**src/rtl/kf_ctrl_pkg.sv**
```systemverilog
// Shared definitions for the Kalman-filter sequencing controller:
// state encoding, error codes and the stage-to-error-code mapping.
package kf_ctrl_pkg;

  typedef enum logic [3:0] {
    ST_IDLE = 4'd0,
    ST_INIT = 4'd1,
    ST_SP   = 4'd2,
    ST_CKG  = 4'd3,
    ST_MDI  = 4'd4,
    ST_SCU  = 4'd5,
    ST_SCO  = 4'd6,
    ST_DONE = 4'd7,
    ST_ERR  = 4'd8
  } kf_state_t;

  localparam logic [2:0] ERRC_NONE = 3'd0;
  localparam logic [2:0] ERRC_INIT = 3'd1;
  localparam logic [2:0] ERRC_SP   = 3'd2;
  localparam logic [2:0] ERRC_CKG  = 3'd3;
  localparam logic [2:0] ERRC_MDI  = 3'd4;
  localparam logic [2:0] ERRC_SCU  = 3'd5;
  localparam logic [2:0] ERRC_SCO  = 3'd6;

  function automatic logic [2:0] stage_err_code(input kf_state_t s);
    case (s)
      ST_INIT: stage_err_code = ERRC_INIT;
      ST_SP:   stage_err_code = ERRC_SP;
      ST_CKG:  stage_err_code = ERRC_CKG;
      ST_MDI:  stage_err_code = ERRC_MDI;
      ST_SCU:  stage_err_code = ERRC_SCU;
      ST_SCO:  stage_err_code = ERRC_SCO;
      default: stage_err_code = ERRC_NONE;
    endcase
  endfunction

endpackage

```
**src/rtl/kf_stage_watchdog.sv**
```systemverilog
// Per-stage cycle watchdog: expired is high during the limit-th cycle
// spent in a stage, so an input arriving that same cycle can still win.
module kf_stage_watchdog #(
  parameter int TMO_W = 20
) (
  input  logic             clk,
  input  logic             rst,
  input  logic             clear,
  input  logic             enable,
  input  logic [TMO_W-1:0] limit,
  output logic             expired
);

  localparam logic [TMO_W-1:0] TMO_ONE = TMO_W'(1);

  logic [TMO_W-1:0] cnt;

  always_ff @(posedge clk or posedge rst) begin
    if (rst) begin
      cnt <= '0;
    end else if (clear) begin
      cnt <= '0;
    end else if (enable && (cnt != '1)) begin
      cnt <= cnt + TMO_ONE;
    end
  end

  // cnt holds completed cycles, so cnt == limit-1 marks the limit-th cycle
  assign expired = enable && (limit != '0) && (cnt == (limit - TMO_ONE));

endmodule

```
**src/rtl/kf_seq_ctrl.sv**
```systemverilog
// Sequencer for the Kalman-filter stages: walks INIT, then SP..SCO loops,
// with per-stage watchdog, abort, iteration limit and sticky error state.
module kf_seq_ctrl
  import kf_ctrl_pkg::*;
#(
  parameter int ITER_W = 16,
  parameter int TMO_W  = 20,
  parameter int N_SCU  = 2
) (
  input  logic              clk,
  input  logic              rst,
  input  logic              start,
  input  logic              abort,
  input  logic [ITER_W-1:0] max_iter,
  input  logic [TMO_W-1:0]  tmo_limit,
  input  logic              init_valid,
  input  logic              sp_done,
  input  logic              ckg_done,
  input  logic              mdi_valid,
  input  logic [N_SCU-1:0]  scu_done,
  input  logic              sco_valid,
  input  logic              end_valid,
  output logic              en_init,
  output logic              en_sp,
  output logic              en_ckg,
  output logic              en_mdi,
  output logic              en_scu,
  output logic              en_sco,
  output logic              busy,
  output logic              finish,
  output logic              err,
  output logic [2:0]        err_code,
  output logic [ITER_W-1:0] iter_cnt
);

  localparam logic [ITER_W-1:0] ITER_ONE = ITER_W'(1);

  kf_state_t         state, state_nxt;
  logic              start_q;
  logic              start_rise;
  logic [ITER_W-1:0] max_iter_q;
  logic [TMO_W-1:0]  tmo_q;
  logic [ITER_W-1:0] iter_q;
  logic [ITER_W-1:0] iter_inc;
  logic [N_SCU-1:0]  scu_lat;
  logic              scu_all;
  logic [2:0]        err_code_q;
  logic              in_stage;
  logic              wd_exp;

  assign start_rise = start & ~start_q;
  assign iter_inc   = (iter_q == '1) ? iter_q : (iter_q + ITER_ONE);
  assign scu_all    = &(scu_lat | scu_done);
  assign in_stage   = (state == ST_INIT) || (state == ST_SP)  || (state == ST_CKG) ||
                      (state == ST_MDI)  || (state == ST_SCU) || (state == ST_SCO);

  kf_stage_watchdog #(
    .TMO_W (TMO_W)
  ) u_wd (
    .clk     (clk),
    .rst     (rst),
    .clear   (state_nxt != state),
    .enable  (in_stage),
    .limit   (tmo_q),
    .expired (wd_exp)
  );

  // The awaited input is tested before the watchdog, so it wins on the timeout cycle
  always_comb begin
    state_nxt = state;
    case (state)
      ST_IDLE: if (start_rise) state_nxt = ST_INIT;
      ST_INIT: if (init_valid) state_nxt = ST_SP;  else if (wd_exp) state_nxt = ST_ERR;
      ST_SP:   if (sp_done)    state_nxt = ST_CKG; else if (wd_exp) state_nxt = ST_ERR;
      ST_CKG:  if (ckg_done)   state_nxt = ST_MDI; else if (wd_exp) state_nxt = ST_ERR;
      ST_MDI:  if (mdi_valid)  state_nxt = ST_SCU; else if (wd_exp) state_nxt = ST_ERR;
      ST_SCU:  if (scu_all)    state_nxt = ST_SCO; else if (wd_exp) state_nxt = ST_ERR;
      ST_SCO: begin
        if (sco_valid) begin
          if (end_valid || ((max_iter_q != '0) && (iter_inc == max_iter_q)))
            state_nxt = ST_DONE;
          else
            state_nxt = ST_SP;
        end else if (end_valid) begin
          state_nxt = ST_DONE;
        end else if (wd_exp) begin
          state_nxt = ST_ERR;
        end
      end
      ST_DONE: state_nxt = ST_IDLE;
      ST_ERR:  if (start_rise) state_nxt = ST_INIT;
      default: state_nxt = ST_IDLE;
    endcase
    if (abort && (state != ST_IDLE)) state_nxt = ST_IDLE;
  end

  always_ff @(posedge clk or posedge rst) begin
    if (rst) begin
      state      <= ST_IDLE;
      start_q    <= 1'b0;
      max_iter_q <= '0;
      tmo_q      <= '0;
      iter_q     <= '0;
      scu_lat    <= '0;
      err_code_q <= ERRC_NONE;
    end else begin
      state   <= state_nxt;
      start_q <= start;

      if ((state_nxt == ST_INIT) && (state != ST_INIT)) begin
        max_iter_q <= max_iter;
        tmo_q      <= tmo_limit;
        iter_q     <= '0;
      end else if ((state == ST_SCO) && sco_valid && !abort) begin
        iter_q <= iter_inc;
      end

      if ((state == ST_SCU) && (state_nxt == ST_SCU))
        scu_lat <= scu_lat | scu_done;
      else
        scu_lat <= '0;

      if (state_nxt == ST_ERR) begin
        if (state != ST_ERR) err_code_q <= stage_err_code(state);
      end else begin
        err_code_q <= ERRC_NONE;
      end
    end
  end

  assign en_init  = (state == ST_INIT);
  assign en_sp    = (state == ST_SP);
  assign en_ckg   = (state == ST_CKG);
  assign en_mdi   = (state == ST_MDI);
  assign en_scu   = (state == ST_SCU);
  assign en_sco   = (state == ST_SCO);
  assign busy     = in_stage;
  assign finish   = (state == ST_DONE);
  assign err      = (state == ST_ERR);
  assign err_code = err_code_q;
  assign iter_cnt = iter_q;

endmodule
```
**config.mk**
```make
export PLATFORM = sky130hd
export DESIGN_NAME = kf_seq_ctrl
export DESIGN_NICKNAME = d
export VERILOG_FILES = /design/src/rtl/kf_ctrl_pkg.sv /design/src/rtl/kf_stage_watchdog.sv /design/src/rtl/kf_seq_ctrl.sv
export SDC_FILE = /design/constraint.sdc
export NUM_CORES = 1
export LEC_CHECK = 0
export CAP_MARGIN = 40
export CORE_ASPECT_RATIO = 0.7
export CORE_MARGIN = 3
export CORE_UTILIZATION = 37
export CTS_CLUSTER_SIZE = 14
export DETAILED_ROUTE_END_ITERATION = 6
export GPL_TIMING_DRIVEN = 0
export SLEW_MARGIN = 20
export SYNTH_ARGS = -nofsm -noshare
export SYNTH_HDL_FRONTEND = slang
export SYNTH_SLANG_ARGS = --single-unit
```
**constraint.sdc**
```tcl
create_clock -name clk -period 3.5 [get_ports clk]
set_input_delay 0.7 -clock clk [delete_from_list [all_inputs] [get_ports clk]]
set_output_delay 0.7 -clock clk [all_outputs]
set_load 0.02 [all_outputs]
```
==> flow_summary.toml <==
[min_path]
worstHoldPathType = "reg -> reg"

[synthesis]
yosysWarnings = 0
synthArstFlopShare_pct = 100
synth-seq-cells = 82
synth.avg_cell_area_um2 = 9.18
syn_nets = 670
postSynthCellCount = 618
synthesis.area_mm2 = 0.00567
synth-seq-area-share_pct = 36.2
ys_types = 73
synth_edf_count = 0
synth_ff_type = "dfrtp_1"

[cells_and_area]
num-fill-cells = 1316
syn_to_final_growth_pct = 35.5
antenna_cells = 0
nets = 772
drive_gt1_share_pct = 23.0
finalNonFillerCells = 920

[worst_setup_path]
end_kind = "flip-flop"
start_kind = "flip-flop"
critPathArrivalTime_ns = 3.79
crit_fanout = 10
crit_chain = "or4_4, nor4_2, o32ai_1, o22a_1, or4_4, o21ai_4, a21oi_4, nor4_4, buf_4, buf_12, mux2_4"
critPathKind = "reg -> reg"
crit_path_top_delay_cell = "or4_4"
cp_common_cell = "or4_4"
critPathRequiredTime_ns = 3.73
slowest_delay_ns = 0.58

[clocking]
clockRootBuffer = "clkbuf_16"
clk_latency_ns = 0.35
cts_inserted_buffers = 9
htreeDepth = 3
cts_sinks = 82
cts.clk_slew.worst_paths_ns = 0.06
cts_tree = "yes"
clk_path_buf_depth = 2

[place]
place_ws_ns = -1.05
gp_congestion = 0.947
placed_cells = 889
io_buffers = 75
dp_hpwl_um = 12800

[timing]
rsz0062_at_grt = "true"
fin_crit_ns = 3.56
clock.fmax_mhz = 281
worstMarginPinSlew_ns = 0.775
period_share_pct = 102
finClkSkew_ns = 0.00943
setup_viol = 36
setup_slack_ns = -0.0572
slew_headroom_pct = 47.0
hold_violations = 0
slew_violations = 0

[floorplanning]
die_h_um = 110
coreArea_mm2 = 0.0149
die_w_um = 154
rows = 37
die-area_mm2 = 0.0169
io_pins = 76
start_util_pct = 38.2

[global_routing]
grt_pass1_wl_um = 28000
grt_pass1_vias = 5020
globalRouteOverflowTotal = 0
antenna_found_initial = 0
grt_max_degree = 53
grtUsageTotal_pct = 20.9

[power_and_ir_drop]
vdd_drop_max_uv = 276
cellPowerDensity_mw_per_mm2 = 489
power.static_leakage_nw = 2.98

[detailed_routing]
ant_nets = 0
dr.first_iter.drc_count = 461
vias = 5290
route.detailed.drc = 0
wl_um = 17400
firstDrtPassIters = 5
drt-vias-per-instance = 5.75
wl_per_cell_um = 19.0

[status]
violations = "setup timing"
status = "finished with violations"

[job]
maxCapViolCount = 0
[registers in the layout, summed over array words and instances (netlist names)]
register / count
err_code: 3
state: 4
start_q: 1
u_wd.cnt: 20
scu_lat: 2
max_iter_q: 16
tmo_q: 20
iter_cnt: 16
[worst paths after layout]
path                       slack [ns]  cells past startpoint     endpoint  startpoint
max                             -0.06                     11    tmo_q[12]    tmo_q[6]
min                              0.50                      2   scu_lat[0]  scu_lat[0]
max reg2reg                     -0.06                     11    tmo_q[12]    tmo_q[6]
min reg2reg                      0.50                      2   scu_lat[0]  scu_lat[0]
max in group asynchronous        2.07                      3    tmo_q[12]         rst
min in group asynchronous        0.80                      2  u_wd.cnt[6]         rst
[Yosys cell counts (all sizes together) (2+ instances only)]
| library cell | count | share of area (%) |
|---|---|---|
| a221oi | 3 | 0.46 |
| nor3 | 39 | 3.4 |
| a2111oi | 3 | 0.46 |
| or4 | 4 | 0.53 |
| inv | 15 | 0.99 |
| nand2b | 6 | 0.66 |
| o31a | 2 | 0.31 |
| or4b | 2 | 0.35 |
| nor4b | 5 | 0.77 |
| and4 | 5 | 0.77 |
| xnor2 | 37 | 5.7 |
| mux2i | 7 | 1.2 |
| o211ai | 4 | 0.53 |
| nor2b | 8 | 0.88 |
| a31oi | 6 | 0.66 |
| a2111o | 2 | 0.40 |
| ha | 4 | 0.88 |
| mux2 | 37 | 9.3 |
| nand4 | 18 | 2.0 |
| nor2 | 53 | 3.5 |
| and3b | 3 | 0.46 |
| or3 | 4 | 0.44 |
| o41ai | 2 | 0.44 |
| o221ai | 2 | 0.31 |
| clkbuf | 28 | 1.9 |
| and2 | 7 | 0.77 |
| nor4 | 20 | 2.6 |
| xor2 | 32 | 4.9 |
| a21o | 2 | 0.26 |
| a311oi | 2 | 0.31 |
| nand3b | 2 | 0.26 |
| and3 | 16 | 1.8 |
| o22a | 3 | 0.46 |
| o31ai | 2 | 0.26 |
| nand3 | 29 | 2.6 |
| nand2 | 48 | 3.2 |
| dfrtp | 82 | 36 |
| o32ai | 3 | 0.46 |
| o21ai | 19 | 1.7 |
| o2111ai | 3 | 0.46 |
| buf | 9 | 1.4 |
| a21oi | 14 | 1.2 |
| o22ai | 5 | 0.66 |
[through the flow]
stage               utilization, %  setup TNS (ns)  area (um2)  total power [mW]  hold WS (ns)
floorplan                        -           -2.68        5750              2.15         0.475
global placement              45.4         -118.26        6740              2.47         0.491
detailed placement            45.5          -65.96        6770              2.49         0.496
CTS                           49.8           -6.57        7410              3.65         0.510
global route                  51.7           -6.73        7690              3.97         0.545
finish                        51.7           -1.06        7690              3.76         0.503
[per-layer routing]
| metal | track usage (%) | up-vias | share of wire [%] | wire [um] |
|---|---|---|---|---|
| met5 | 0 | - | 0 | 0 |
| met4 | 4.79 | 0 | 1.3 | 229 |
| met3 | 6.22 | 17 | 8.4 | 1460 |
| met2 | 28.2 | 177 | 39 | 6770 |
| met1 | 32.2 | 2621 | 51 | 8980 |
| li1 | - | 2475 | - | - |
[layout by cell type, fill, tap and decap left out, types with 13 or more instances in the layout]
cell type        Yosys  routed
mux2_4              30      36
nand3_1             29      25
nand4_1             18      18
o21ai_0             18      16
and3_1              16      16
buf_4                1      28
clkdlybuf4s50_1      0      75
nor3_1              39      35
dfrtp_1             82      73
xor2_1              32      32
inv_1               15      13
xnor2_1             37      37
nand2_1             48      48
nor2_1              53      46
[worst max-delay path, delay by kind of cell (launching register included)]
family / cells / cell delay [ns]
compound gates: 4 / 0.63
buf+inv: 2 / 0.36
flops: 1 / 0.44
mux: 1 / 0.30
simple gates: 4 / 1.69
[area by class of cell]
| class | instances | area, um2 | share of cell area [%] |
|---|---|---|---|
| Buffer | 23 | 194 | 2.52 |
| Clock buffer | 10 | 239 | 3.11 |
| Clock inverter | 6 | 65.1 | 0.846 |
| Inverter | 15 | 58.8 | 0.765 |
| Multi-Input combinational cell | 484 | 3800 | 49.5 |
| Sequential cell | 82 | 2060 | 26.8 |
| Tap cell | 195 | 244 | 3.17 |
| Timing Repair Buffer | 105 | 1020 | 13.3 |
[where the power goes]
group          internal (mW)  total (mW)  switching [mW]  leakage, nW
Sequential              1.12        1.45           0.329         1.05
Clock                  0.574       0.997           0.423        0.149
Combinational          0.724        1.31           0.588         1.78
Total                   2.42        3.76            1.34         2.98
[timing repair]
item / 4_1_cts / 5_1_grt
pin swaps: 7 / 14
resized for setup: 48 / 58
endpoints found under the setup margin: 77 / 74
buffers inserted: 20 / 10
gates cloned: 0 / 1
hold buffers: 0 / 0
[cells by family after synthesis]
group	count (synthesis)	share of synthesized area, %
AO/OA/AOI/OAI	93	11.9
XOR/XNOR	69	10.7
adder cells (fa/ha/maj)	4	0.882
buffers and inverters	52	4.23
flip-flops	82	36.2
multiplexers	44	10.6
AND/OR/NAND/NOR	274	25.6
(Power assumes the default switching activity.)
